<file path="src/rtl/ics_pkg.sv">
// ics_pkg: shared definitions for the combine/packing stage.
//   - ics_state_e : job state (IDLE / RUN / DRAIN)
//   - ICS_*       : default geometry used by ics_combine_pack
//   - ics_num_w   : width of the valid-row count carried with each beat
//   - ics_idx_w   : width of a part index
package ics_pkg;

    typedef enum logic [1:0] {
        IDLE  = 2'd0,
        RUN   = 2'd1,
        DRAIN = 2'd2
    } ics_state_e;

    localparam int ICS_NUM_PART = 3;
    localparam int ICS_ROW_W    = 10;
    localparam int ICS_OUT_ROWS = 12;
    localparam int ICS_LEN_W    = 14;

    // Count must reach OUT_ROWS itself, hence the +1.
    function automatic int ics_num_w(input int outRows);
        return $clog2(outRows + 1);
    endfunction

    function automatic int ics_idx_w(input int numPart);
        return (numPart > 1) ? $clog2(numPart) : 1;
    endfunction

endpackage

</file>
<file path="src/rtl/ics_rr_sel.sv">
// ics_rr_sel: combinational round-robin successor.
//   cur     in  index of the current part
//   mask    in  one bit per part, 1 = part still has rows
//   nextIdx out first part after cur (cyclic, increasing) with its mask bit set;
//               cur itself is considered last, so a lone survivor is kept
//   any     out 1 when any mask bit is set (nextIdx is cur otherwise)
module ics_rr_sel
    import ics_pkg::*;
#(
    parameter int NUM_PART = ICS_NUM_PART,
    parameter int PW       = ics_idx_w(NUM_PART)
)(
    input  logic [PW-1:0]       cur,
    input  logic [NUM_PART-1:0] mask,
    output logic [PW-1:0]       nextIdx,
    output logic                any
);

    int idx;

    always_comb begin
        nextIdx = cur;
        any     = 1'b0;
        idx     = 0;
        for (int i = 1; i <= NUM_PART; i++) begin
            idx = int'(cur) + i;
            if (idx >= NUM_PART) begin
                idx = idx - NUM_PART;
            end
            if (!any && mask[idx]) begin
                any     = 1'b1;
                nextIdx = PW'(idx);
            end
        end
    end

endmodule

</file>
<file path="src/rtl/ics_combine_pack.sv">
// ics_combine_pack: merges row streams from NUM_PART parts in round-robin
// units of q_size rows and packs them into OUT_ROWS-row output beats.
//   clk, rst              clock, synchronous active-high reset
//   start                 job start, samples q_size / part_en / part_rows
//   in_vld/in_data/in_rdy per-part row handshake (one in_rdy high at most)
//   out_vld/out_sof/out_eof/out_num/out_data, out_rdy  beat handshake
//   busy                  job in progress
//   done                  one-cycle pulse once the job's last beat is taken
// Build option: ICS_PACK_BP_EN - when defined out_rdy is honoured; when
// undefined every beat is taken the cycle it is presented.
module ics_combine_pack
    import ics_pkg::*;
#(
    parameter  int NUM_PART = ICS_NUM_PART,
    parameter  int ROW_W    = ICS_ROW_W,
    parameter  int OUT_ROWS = ICS_OUT_ROWS,
    parameter  int LEN_W    = ICS_LEN_W,
    localparam int NUM_W    = ics_num_w(OUT_ROWS),
    localparam int PW       = ics_idx_w(NUM_PART)
)(
    input  logic                      clk,
    input  logic                      rst,
    input  logic                      start,
    input  logic [3:0]                q_size,
    input  logic [NUM_PART-1:0]       part_en,
    input  logic [NUM_PART*LEN_W-1:0] part_rows,
    input  logic [NUM_PART-1:0]       in_vld,
    input  logic [NUM_PART*ROW_W-1:0] in_data,
    output logic [NUM_PART-1:0]       in_rdy,
    output logic                      out_vld,
    output logic                      out_sof,
    output logic                      out_eof,
    output logic [NUM_W-1:0]          out_num,
    output logic [OUT_ROWS*ROW_W-1:0] out_data,
    input  logic                      out_rdy,
    output logic                      busy,
    output logic                      done
);

    ics_state_e                stateReg;
    logic [PW-1:0]             curReg;
    logic [3:0]                qReg;
    logic [3:0]                unitReg;
    logic [LEN_W-1:0]          remReg [NUM_PART];
    logic [OUT_ROWS*ROW_W-1:0] accReg;
    logic [NUM_W-1:0]          kReg;
    logic                      accClosedReg;   // full/final beat waiting for the output register
    logic                      accLastReg;     // that waiting beat ends the job
    logic                      sofPendReg;     // next beat handed out is the job's first
    logic                      outVldReg;
    logic                      outSofReg;
    logic                      outEofReg;
    logic [NUM_W-1:0]          outNumReg;
    logic [OUT_ROWS*ROW_W-1:0] outDataReg;
    logic                      doneReg;

    logic                      rdyEff;
    logic [NUM_PART-1:0]       startRemNz;
    logic [NUM_PART-1:0]       runRemNz;
    logic [NUM_PART-1:0]       selMask;
    logic [PW-1:0]             selCur;
    logic [PW-1:0]             selIdx;
    logic                      selAny;
    logic                      curVld;
    logic [ROW_W-1:0]          curData;
    logic                      curNzNext;
    logic                      rowAcc;
    logic                      jobLast;
    logic                      unitDone;
    logic                      closeNow;
    logic                      outFree;
    logic                      transfer;
    logic [NUM_W-1:0]          kInc;
    logic [3:0]                unitInc;
    logic [OUT_ROWS*ROW_W-1:0] accFlat;

`ifdef ICS_PACK_BP_EN
    assign rdyEff = out_rdy;
`else
    // out_rdy is read but has no effect: the output register always drains.
    assign rdyEff = 1'b1 | out_rdy;
`endif

    // Remaining-row masks: at start (disabled parts count as empty) and
    // after the row being accepted this cycle has been taken.
    generate
        for (genvar gi = 0; gi < NUM_PART; gi++) begin : g_part
            assign startRemNz[gi] = part_en[gi] && (part_rows[gi*LEN_W +: LEN_W] != '0);
            assign runRemNz[gi]   = (rowAcc && (curReg == PW'(gi))) ?
                                    (remReg[gi] != LEN_W'(1)) : (remReg[gi] != '0);
            assign in_rdy[gi]     = (stateReg == RUN) && !accClosedReg && (curReg == PW'(gi));
        end
    endgenerate

    always_comb begin
        curVld    = 1'b0;
        curData   = '0;
        curNzNext = 1'b0;
        for (int p = 0; p < NUM_PART; p++) begin
            if (curReg == PW'(p)) begin
                curVld    = in_vld[p];
                curData   = in_data[p*ROW_W +: ROW_W];
                curNzNext = runRemNz[p];
            end
        end
    end

    // In IDLE the search starts from the last index so it wraps to the
    // lowest-index part with rows.
    assign selCur  = (stateReg == IDLE) ? PW'(NUM_PART - 1) : curReg;
    assign selMask = (stateReg == IDLE) ? startRemNz : runRemNz;

    ics_rr_sel #(
        .NUM_PART (NUM_PART),
        .PW       (PW)
    ) u_rr_sel (
        .cur     (selCur),
        .mask    (selMask),
        .nextIdx (selIdx),
        .any     (selAny)
    );

    assign rowAcc   = (stateReg == RUN) && !accClosedReg && curVld;
    assign kInc     = kReg + 1'b1;
    assign unitInc  = unitReg + 4'd1;
    assign jobLast  = rowAcc && !selAny;
    assign unitDone = rowAcc && ((unitInc == qReg) || !curNzNext);
    assign closeNow = rowAcc && ((kInc == NUM_W'(OUT_ROWS)) || jobLast);
    assign outFree  = !outVldReg || rdyEff;
    // A beat closing this cycle goes straight to the output register when it
    // is free, so the full beat appears the cycle after its last row.
    assign transfer = (closeNow || accClosedReg) && outFree;

    // Accumulator with this cycle's row inserted; slot 0 sits in the MSBs.
    generate
        for (genvar gi = 0; gi < OUT_ROWS; gi++) begin : g_slot
            assign accFlat[(OUT_ROWS-1-gi)*ROW_W +: ROW_W] =
                (rowAcc && (kReg == NUM_W'(gi))) ? curData
                                                 : accReg[(OUT_ROWS-1-gi)*ROW_W +: ROW_W];
        end
    endgenerate

    always_ff @(posedge clk) begin
        if (rst) begin
            stateReg     <= IDLE;
            curReg       <= '0;
            qReg         <= 4'd1;
            unitReg      <= '0;
            for (int p = 0; p < NUM_PART; p++) begin
                remReg[p] <= '0;
            end
            accReg       <= '0;
            kReg         <= '0;
            accClosedReg <= 1'b0;
            accLastReg   <= 1'b0;
            sofPendReg   <= 1'b0;
            outVldReg    <= 1'b0;
            outSofReg    <= 1'b0;
            outEofReg    <= 1'b0;
            outNumReg    <= '0;
            outDataReg   <= '0;
            doneReg      <= 1'b0;
        end else begin
            doneReg <= 1'b0;

            if (transfer) begin
                outVldReg  <= 1'b1;
                outDataReg <= accFlat;
                outNumReg  <= closeNow ? kInc : kReg;
                outSofReg  <= sofPendReg;
                outEofReg  <= closeNow ? jobLast : accLastReg;
                sofPendReg <= 1'b0;
            end else if (outVldReg && rdyEff) begin
                outVldReg <= 1'b0;
                outSofReg <= 1'b0;
                outEofReg <= 1'b0;
            end

            if (transfer) begin
                accReg       <= '0;
                kReg         <= '0;
                accClosedReg <= 1'b0;
                accLastReg   <= 1'b0;
            end else if (rowAcc) begin
                accReg <= accFlat;
                kReg   <= kInc;
                if (closeNow) begin
                    accClosedReg <= 1'b1;
                    accLastReg   <= jobLast;
                end
            end

            case (stateReg)
                IDLE: begin
                    if (start) begin
                        qReg    <= (q_size == 4'd0) ? 4'd1 : q_size;
                        unitReg <= '0;
                        for (int p = 0; p < NUM_PART; p++) begin
                            remReg[p] <= part_en[p] ? part_rows[p*LEN_W +: LEN_W] : '0;
                        end
                        if (selAny) begin
                            stateReg   <= RUN;
                            curReg     <= selIdx;
                            sofPendReg <= 1'b1;
                        end else begin
                            doneReg <= 1'b1;
                        end
                    end
                end
                RUN: begin
                    if (rowAcc) begin
                        for (int p = 0; p < NUM_PART; p++) begin
                            if (curReg == PW'(p)) begin
                                remReg[p] <= remReg[p] - 1'b1;
                            end
                        end
                        if (unitDone) begin
                            unitReg <= '0;
                            curReg  <= selIdx;
                        end else begin
                            unitReg <= unitInc;
                        end
                        if (jobLast) begin
                            stateReg <= DRAIN;
                        end
                    end
                end
                DRAIN: begin
                    if (outVldReg && outEofReg && rdyEff) begin
                        stateReg <= IDLE;
                        doneReg  <= 1'b1;
                    end
                end
                default: stateReg <= IDLE;
            endcase
        end
    end

    assign out_vld  = outVldReg;
    assign out_sof  = outSofReg;
    assign out_eof  = outEofReg;
    assign out_num  = outNumReg;
    assign out_data = outDataReg;
    assign busy     = (stateReg != IDLE);
    assign done     = doneReg;

endmodule

</file>
<file path="config.mk">
export PLATFORM = sky130hd
export DESIGN_NAME = ics_combine_pack
export DESIGN_NICKNAME = d
export VERILOG_FILES = /design/src/rtl/ics_pkg.sv /design/src/rtl/ics_rr_sel.sv /design/src/rtl/ics_combine_pack.sv
export SDC_FILE = /design/constraint.sdc
export NUM_CORES = 1
export LEC_CHECK = 0
export CORE_UTILIZATION = 53
export DETAILED_ROUTE_END_ITERATION = 7
export PLACE_DENSITY = 0.84
export SYNTH_ARGS = -nofsm -noshare
export SYNTH_HDL_FRONTEND = slang
export SYNTH_SLANG_ARGS = --single-unit
</file>
<file path="constraint.sdc">
create_clock -name clk -period 4.4 [get_ports clk]
set_input_delay 0.88 -clock clk [delete_from_list [all_inputs] [get_ports clk]]
set_output_delay 0.88 -clock clk [all_outputs]
set_load 0.01 [all_outputs]
</file>
# After elaboration in Yosys (flattened, before gate mapping)
# Memory sizes are Yosys's and may differ from the RTL's.
# Index checks and enable logic that the tools add are counted.
# W data, S select, Z words.
# totals
n_memories	1
in_bits	86
ramBits	42
register_bits	267
wordCells	225
out_inout_bits	132
# classes
magnitude_cmp	6
reduce_logical	56
n_eq_ne	26
n_bitwise	6
mux	104
n_addsub	11
# memory_table
memory	depth	word_bits	read_ports	rd_ports_with_merged_regs	wr	line	rtl
remReg	3	14	3	0	3	ics_combine_pack.sv:44	logic [LEN_W-1:0] remReg [NUM_PART];
# op_table
cell	count
$mux W10	15
$mux W14	9
$ge A32 B3 Y1 const B	3
$lt A32 B4 Y1 const B	3
$mux W32	3
$sub A32 B3 Y32 const B	3
$reduce_bool A14 Y1	6
$mux W1	51
$ne A14 B1 Y1 const B	3
$sub A14 B1 Y14 const B	3
$logic_and A1 B1 Y1	29
$mux W2	13
$eq A4 B4 Y1 const B	5
$mux W4	5
$eq A4 B3 Y1 const B	4
$ne A2 B2 Y1 const B	6
$reduce_and A5 Y1	2
$add A4 B1 Y4 const B	2
$eq A4 B2 Y1 const B	2
$logic_not A4 Y1	2
$pmux W4 S2	1
$add A2 B2 Y3 const B	2
$bmux W1 S2	3
$or A1 B1 Y1	6
16 further kinds	28

# Logic depth before layout (Yosys ltp)
# depth
word_depth	27
mapped_depth	19
ltp_nobuf	14

# Cells and area by module
# From an unflattened synthesis, not the netlist that was laid out.
# hier_totals
hier_cells	1197
hier_area_um2	12390.6
# modules_own_cells
module	cells_per_inst	instances	area_each_um2	seq_area_each_um2
ics_combine_pack	1168	1	12165.4	6606.3
ics_rr_sel	29	1	225.2	0.0

# Worst setup path after synthesis
# Ideal clock, no wire load.
# synth_path
path_type	register -> register
startpoint	reg curReg[0]
endpoint	reg outDataReg[41], in the netlist out_data[41]
setup_time_ns	0.071
period_less_slack_ns	3.663
stages_incl_launch_ff	17
n_path_buf	6
arrival_ns	3.592
slack_ns	0.737
t_required_ns	4.329
cell_sequence	dfxtp_1 buf_1 buf_1 nand2_1 ha_1 clkbuf_1 and2_1 a2111oi_0 a311oi_1 and4_1 o2bb2ai_2 a31oi_1 and2_1 clkbuf_1 buf_2 buf_2 o2bb2ai_1
# synth_between
elab_chain_cells	23
elab_cells_between_ends	53
cone_classes	6 x add/sub; 3 x order compare; 2 x eq/ne; 27 x mux; 15 x reduce/logical
# synth_lines
item	line	rtl
from (decl)	ics_combine_pack.sv:41	logic [PW-1:0] curReg;
from (signal assigned)	ics_combine_pack.sv:203	curReg <= selIdx;
from (signal assigned)	ics_combine_pack.sv:219	curReg <= selIdx;
parallel branches: the longest is 23 deep, another holds $sub A32 B3 Y32	n/a	
to (signal assigned)	ics_combine_pack.sv:168	outDataReg <= accFlat;
to (decl)	ics_combine_pack.sv:54	logic [OUT_ROWS*ROW_W-1:0] outDataReg;
# Parallel ways; which one is timed is not known. The select of a mux whose other input is x is not followed.
# A chain may end at the register's enable or synchronous reset.

# Worst setup path in the final report
# layout_path
startpoint	reg stateReg[1]
endpoint	reg outDataReg[19], in the netlist out_data[19]
# layout_between
elab_chain_cells	21
elab_cells_between_ends	47
cone_classes	6 x add/sub; 3 x order compare; 1 x eq/ne; 21 x mux; 16 x reduce/logical
# layout_lines
item	line	rtl
from (decl)	ics_combine_pack.sv:40	ics_state_e stateReg;
from (signal assigned)	ics_combine_pack.sv:145	stateReg <= IDLE;
from (signal assigned)	ics_combine_pack.sv:202	stateReg <= RUN;
from (signal assigned)	ics_combine_pack.sv:224	stateReg <= DRAIN;
parallel branches: the longest is 21 deep, another holds $sub A32 B3 Y32	n/a	
# Parallel ways; which one is timed is not known. The select of a mux whose other input is x is not followed.

==> run metrics <==
delay-heaviest family, CP compound AO/OA/AOI/OAI gates; GR Layer Usage met2 0.433; Layout fillers 1739; htree depth 1; Area growth syn-to-layout 25.5%; Final Hold Viols 0; Routed WL 32.8 mm; met3 Resource Use GR 0.0406; clock buffer depth 3; Pins Over Slew Limit 0; layer with the highest usage met2; setup violators final 0; grt met1 use 0.335; min Tclk post-route 3910 ps; Async S/R FF share, synth 0; Synth Area in Adders 0.0135; cts-stage hold buffer count 0; simple-gate share of the synthesized area 0.132; detail-routed via count per cell 5.71; fin crit share 0.888; Pwr Total 6.20 mW; gr usage total 0.258; post-route ant nets 0; largest net degree at the start of global routing 92; peak supply drop 0.256 mV; PortBufs 216; Syn Nets 1312; die height 158 um; cells on worst reg2reg path 13; Core ar. 23800 um^2; Compound-Gate Fraction of Synth Area 0.175; register area share after synthesis 0.510; Worst EP arrival 4340 ps; number of remaining DRC errors 0; Clock power frac 0.394; starting density of the core 0.545; Die X 158 um; Post-CTS Setup Repair Bufs 0; Final Instance Area 16300 um^2; Worst Tran Pin Value 1210 ps; unrepaired setup endpoints after global routing false; area leader, netlist dfxtp_1; multiplexer share of the synthesized area 0.101; Power Density 381 nW/um^2; cell mode on critical path o2bb2ai_2; CP Capture Type register; synth top area cells dfxtp_1 41%, mux2i_1 10%, edfxtp_1 9.7%, o2bb2ai_2 8.2%, nor2_1 4.5%; kind of critical path register to register; Layout Nets 1501; post-synth top area share 0.413; first-pass iteration count of the detailed router 5; full die area 25100 um^2; critical path required time 4830 ps; Seq cells post-synth 309; post_cts resized 0; Syn. warnings 0; Post-Syn Area 13000 um^2; Mapped Avg Cell Area 10.7 um^2; DR vias 9936; Worst-path clk slew 60 ps; CP Cell Sequence nor2_1 -> inv_1 -> nand2_1 -> ha_1 -> and2_1 -> a2111oi_0 -> a311oi_1 -> and4_1 -> o2bb2ai_2 -> a31oi_1 -> or2_4 -> buf_12 -> o2bb2ai_2; switch share 0.258; CTS tree yes; GP Congestion 0.908; clk_skew 8.80 ps; Final WS setup 492 ps; Synth Area in XOR/XNOR 0.0298; Post-synth EDFFs 42; CTS Root Cell clkbuf_16; outcome completed; area of the multi-input gates 5860 um^2; prevailing post-synth register cell dfxtp_1; initial DRC count 742; f_max 256 MHz; number of placement rows 56; Ports 218; CP max FO 68; share of cells above drive strength 1 0.110; Int Power 4.60 mW; Post-Syn Instances 1212; Worst setup SP type register; initial antenna violation count 0; vias in the first global route 9687; DR WL/cell 18.9 um; flip-flop and latch area 6610 um^2; post-place instance area 15300 um^2; Synth cell types 69; Sequential Power Share 0.482; crit path buf inv count 2; pre-CTS WS 414 ps; CTS Sinks 309; cell count along the critical path 13; Post-DP HPWL 21.4 mm; Hold WS 459 ps; Sw Pwr 1.60 mW; worst hold path type register to register; static leakage 6.45 nW; TritonCTS buffer count 29; largest family of logic cells by synthesized area compound AO/OA/AOI/OAI gates; Slew Limit Headroom 0.185; Hold Path Cell Cnt 1; first-pass GRT wire length 50.7 mm; slowest CP cell dfxtp_1; MaxCap Viol Count 0; final setup TNS 0 ps; Ant. Diodes 0; Worst-Skew Late Latency 560 ps; grt ovf 0; Logic pwr share 0.125; Max stage delay on crit path 500 ps
-- cells in the final DEF (no fill, tap or decap), types with 30 or more instances in the layout --
cell type,synthesis,layout
clkbuf_16,0,30
clkdlybuf4s50_1,0,216
dfxtp_1,267,267
edfxtp_1,42,42
mux2i_1,131,131
nand2_1,105,105
nor2_1,156,156
o21ai_0,59,49
o2bb2ai_1,51,51
o2bb2ai_2,71,71
xnor2_1,32,32
-- path summary, 6_finish.rpt --
| kind | start | to | slack (ps) |
|---|---|---|---|
| setup / recovery | stateReg[1]$_SDFFE_PP0P_ | out_data[19]$_SDFFE_PP0P_ | 490 |
| hold / removal | out_data[60]$_SDFFE_PP0P_ | out_data[60]$_SDFFE_PP0P_ | 460 |
| setup reg to reg | stateReg[1]$_SDFFE_PP0P_ | out_data[19]$_SDFFE_PP0P_ | 490 |
| hold reg to reg | out_data[60]$_SDFFE_PP0P_ | out_data[60]$_SDFFE_PP0P_ | 460 |
-- registers in the layout, indices dropped and copies added, names as in the netlist --
signal	cells
accReg	120
out_vld	1
out_sof	1
done	1
out_eof	1
remReg	42
stateReg	2
curReg	2
unitReg	4
out_data	120
accClosedReg	1
kReg	4
accLastReg	1
qReg	4
out_num	4
sofPendReg	1
-- metrics by stage --
step / utilization / cells
after floorplan: - / 1212
after global routing: 0.684 / 1740
after detailed placement: 0.645 / 1689
after global placement: 0.645 / 1689
final: 0.684 / 1740
after CTS: 0.684 / 1740
-- power by group through the flow --
| stage | Combinational, mW | Clock (mW) | Sequential [mW] |
|---|---|---|---|
| 2_1_floorplan | 0.465 | 0 | 3.03 |
| 4_1_cts | 0.766 | 2.47 | 2.98 |
| 5_1_grt | 0.823 | 2.58 | 2.99 |
| 3_5_place_dp | 0.761 | 0 | 3.04 |
| 6_report | 0.773 | 2.44 | 2.98 |
| 3_3_place_gp | 0.745 | 0 | 3.04 |
-- area by class of cell --
| cell class | count | share of cell area |
|---|---|---|
| Timing Repair Buffer | 244 | 0.148 |
| Clock inverter | 7 | 0.00485 |
| Multi-Input combinational cell | 802 | 0.360 |
| Inverter | 15 | 0.00346 |
| Clock buffer | 44 | 0.0519 |
| Sequential cell | 309 | 0.406 |
| Tap cell | 319 | 0.0246 |
-- kinds of logic (layout without fill, tap and decap cells) --
kind of cell / after synthesis / after routing
buffers and inverters: 101 / 310
DFF: 309 / 309
adders and majority gates: 14 / 14
AOI/OAI and AO/OA: 242 / 242
and+or+nand+nor: 370 / 370
muxes: 131 / 131
other: 1 / 1
xor gates and xnor gates: 44 / 44
-- synthesized netlist by cell type (7+ instances only) --
cell type / instances
a21oi_1: 15
dfxtp_1: 267
nor4_1: 17
nand3_1: 13
buf_6: 10
mux2i_1: 131
xor2_1: 12
nand2_1: 105
nor3_1: 15
ha_1: 14
buf_2: 11
o21ai_0: 59
nor2_1: 156
o2bb2ai_2: 71
xnor2_1: 32
buf_4: 7
edfxtp_1: 42
inv_1: 14
a31oi_1: 9
and3_1: 8
clkbuf_1: 53
o2bb2ai_1: 51
-- routing by layer --
| metal | wire [um] | part of all wire |
|---|---|---|
| met3 | 1990 | 0.061 |
| met5 | 0 | 0 |
| met4 | 1100 | 0.033 |
| met1 | 14300 | 0.43 |
| met2 | 15500 | 0.47 |
-- worst register-to-register path, cell delays in order, from the launching register on --
cell and delay, ps:
dfxtp_1 500, nor2_1 110, inv_1 380, nand2_1 180
ha_1 360, and2_1 220, a2111oi_0 390, a311oi_1 90
and4_1 250, o2bb2ai_2 180, a31oi_1 250, or2_4 240
buf_12 410, o2bb2ai_2 210
No activity file was read; power rests on OpenSTA's default activity.
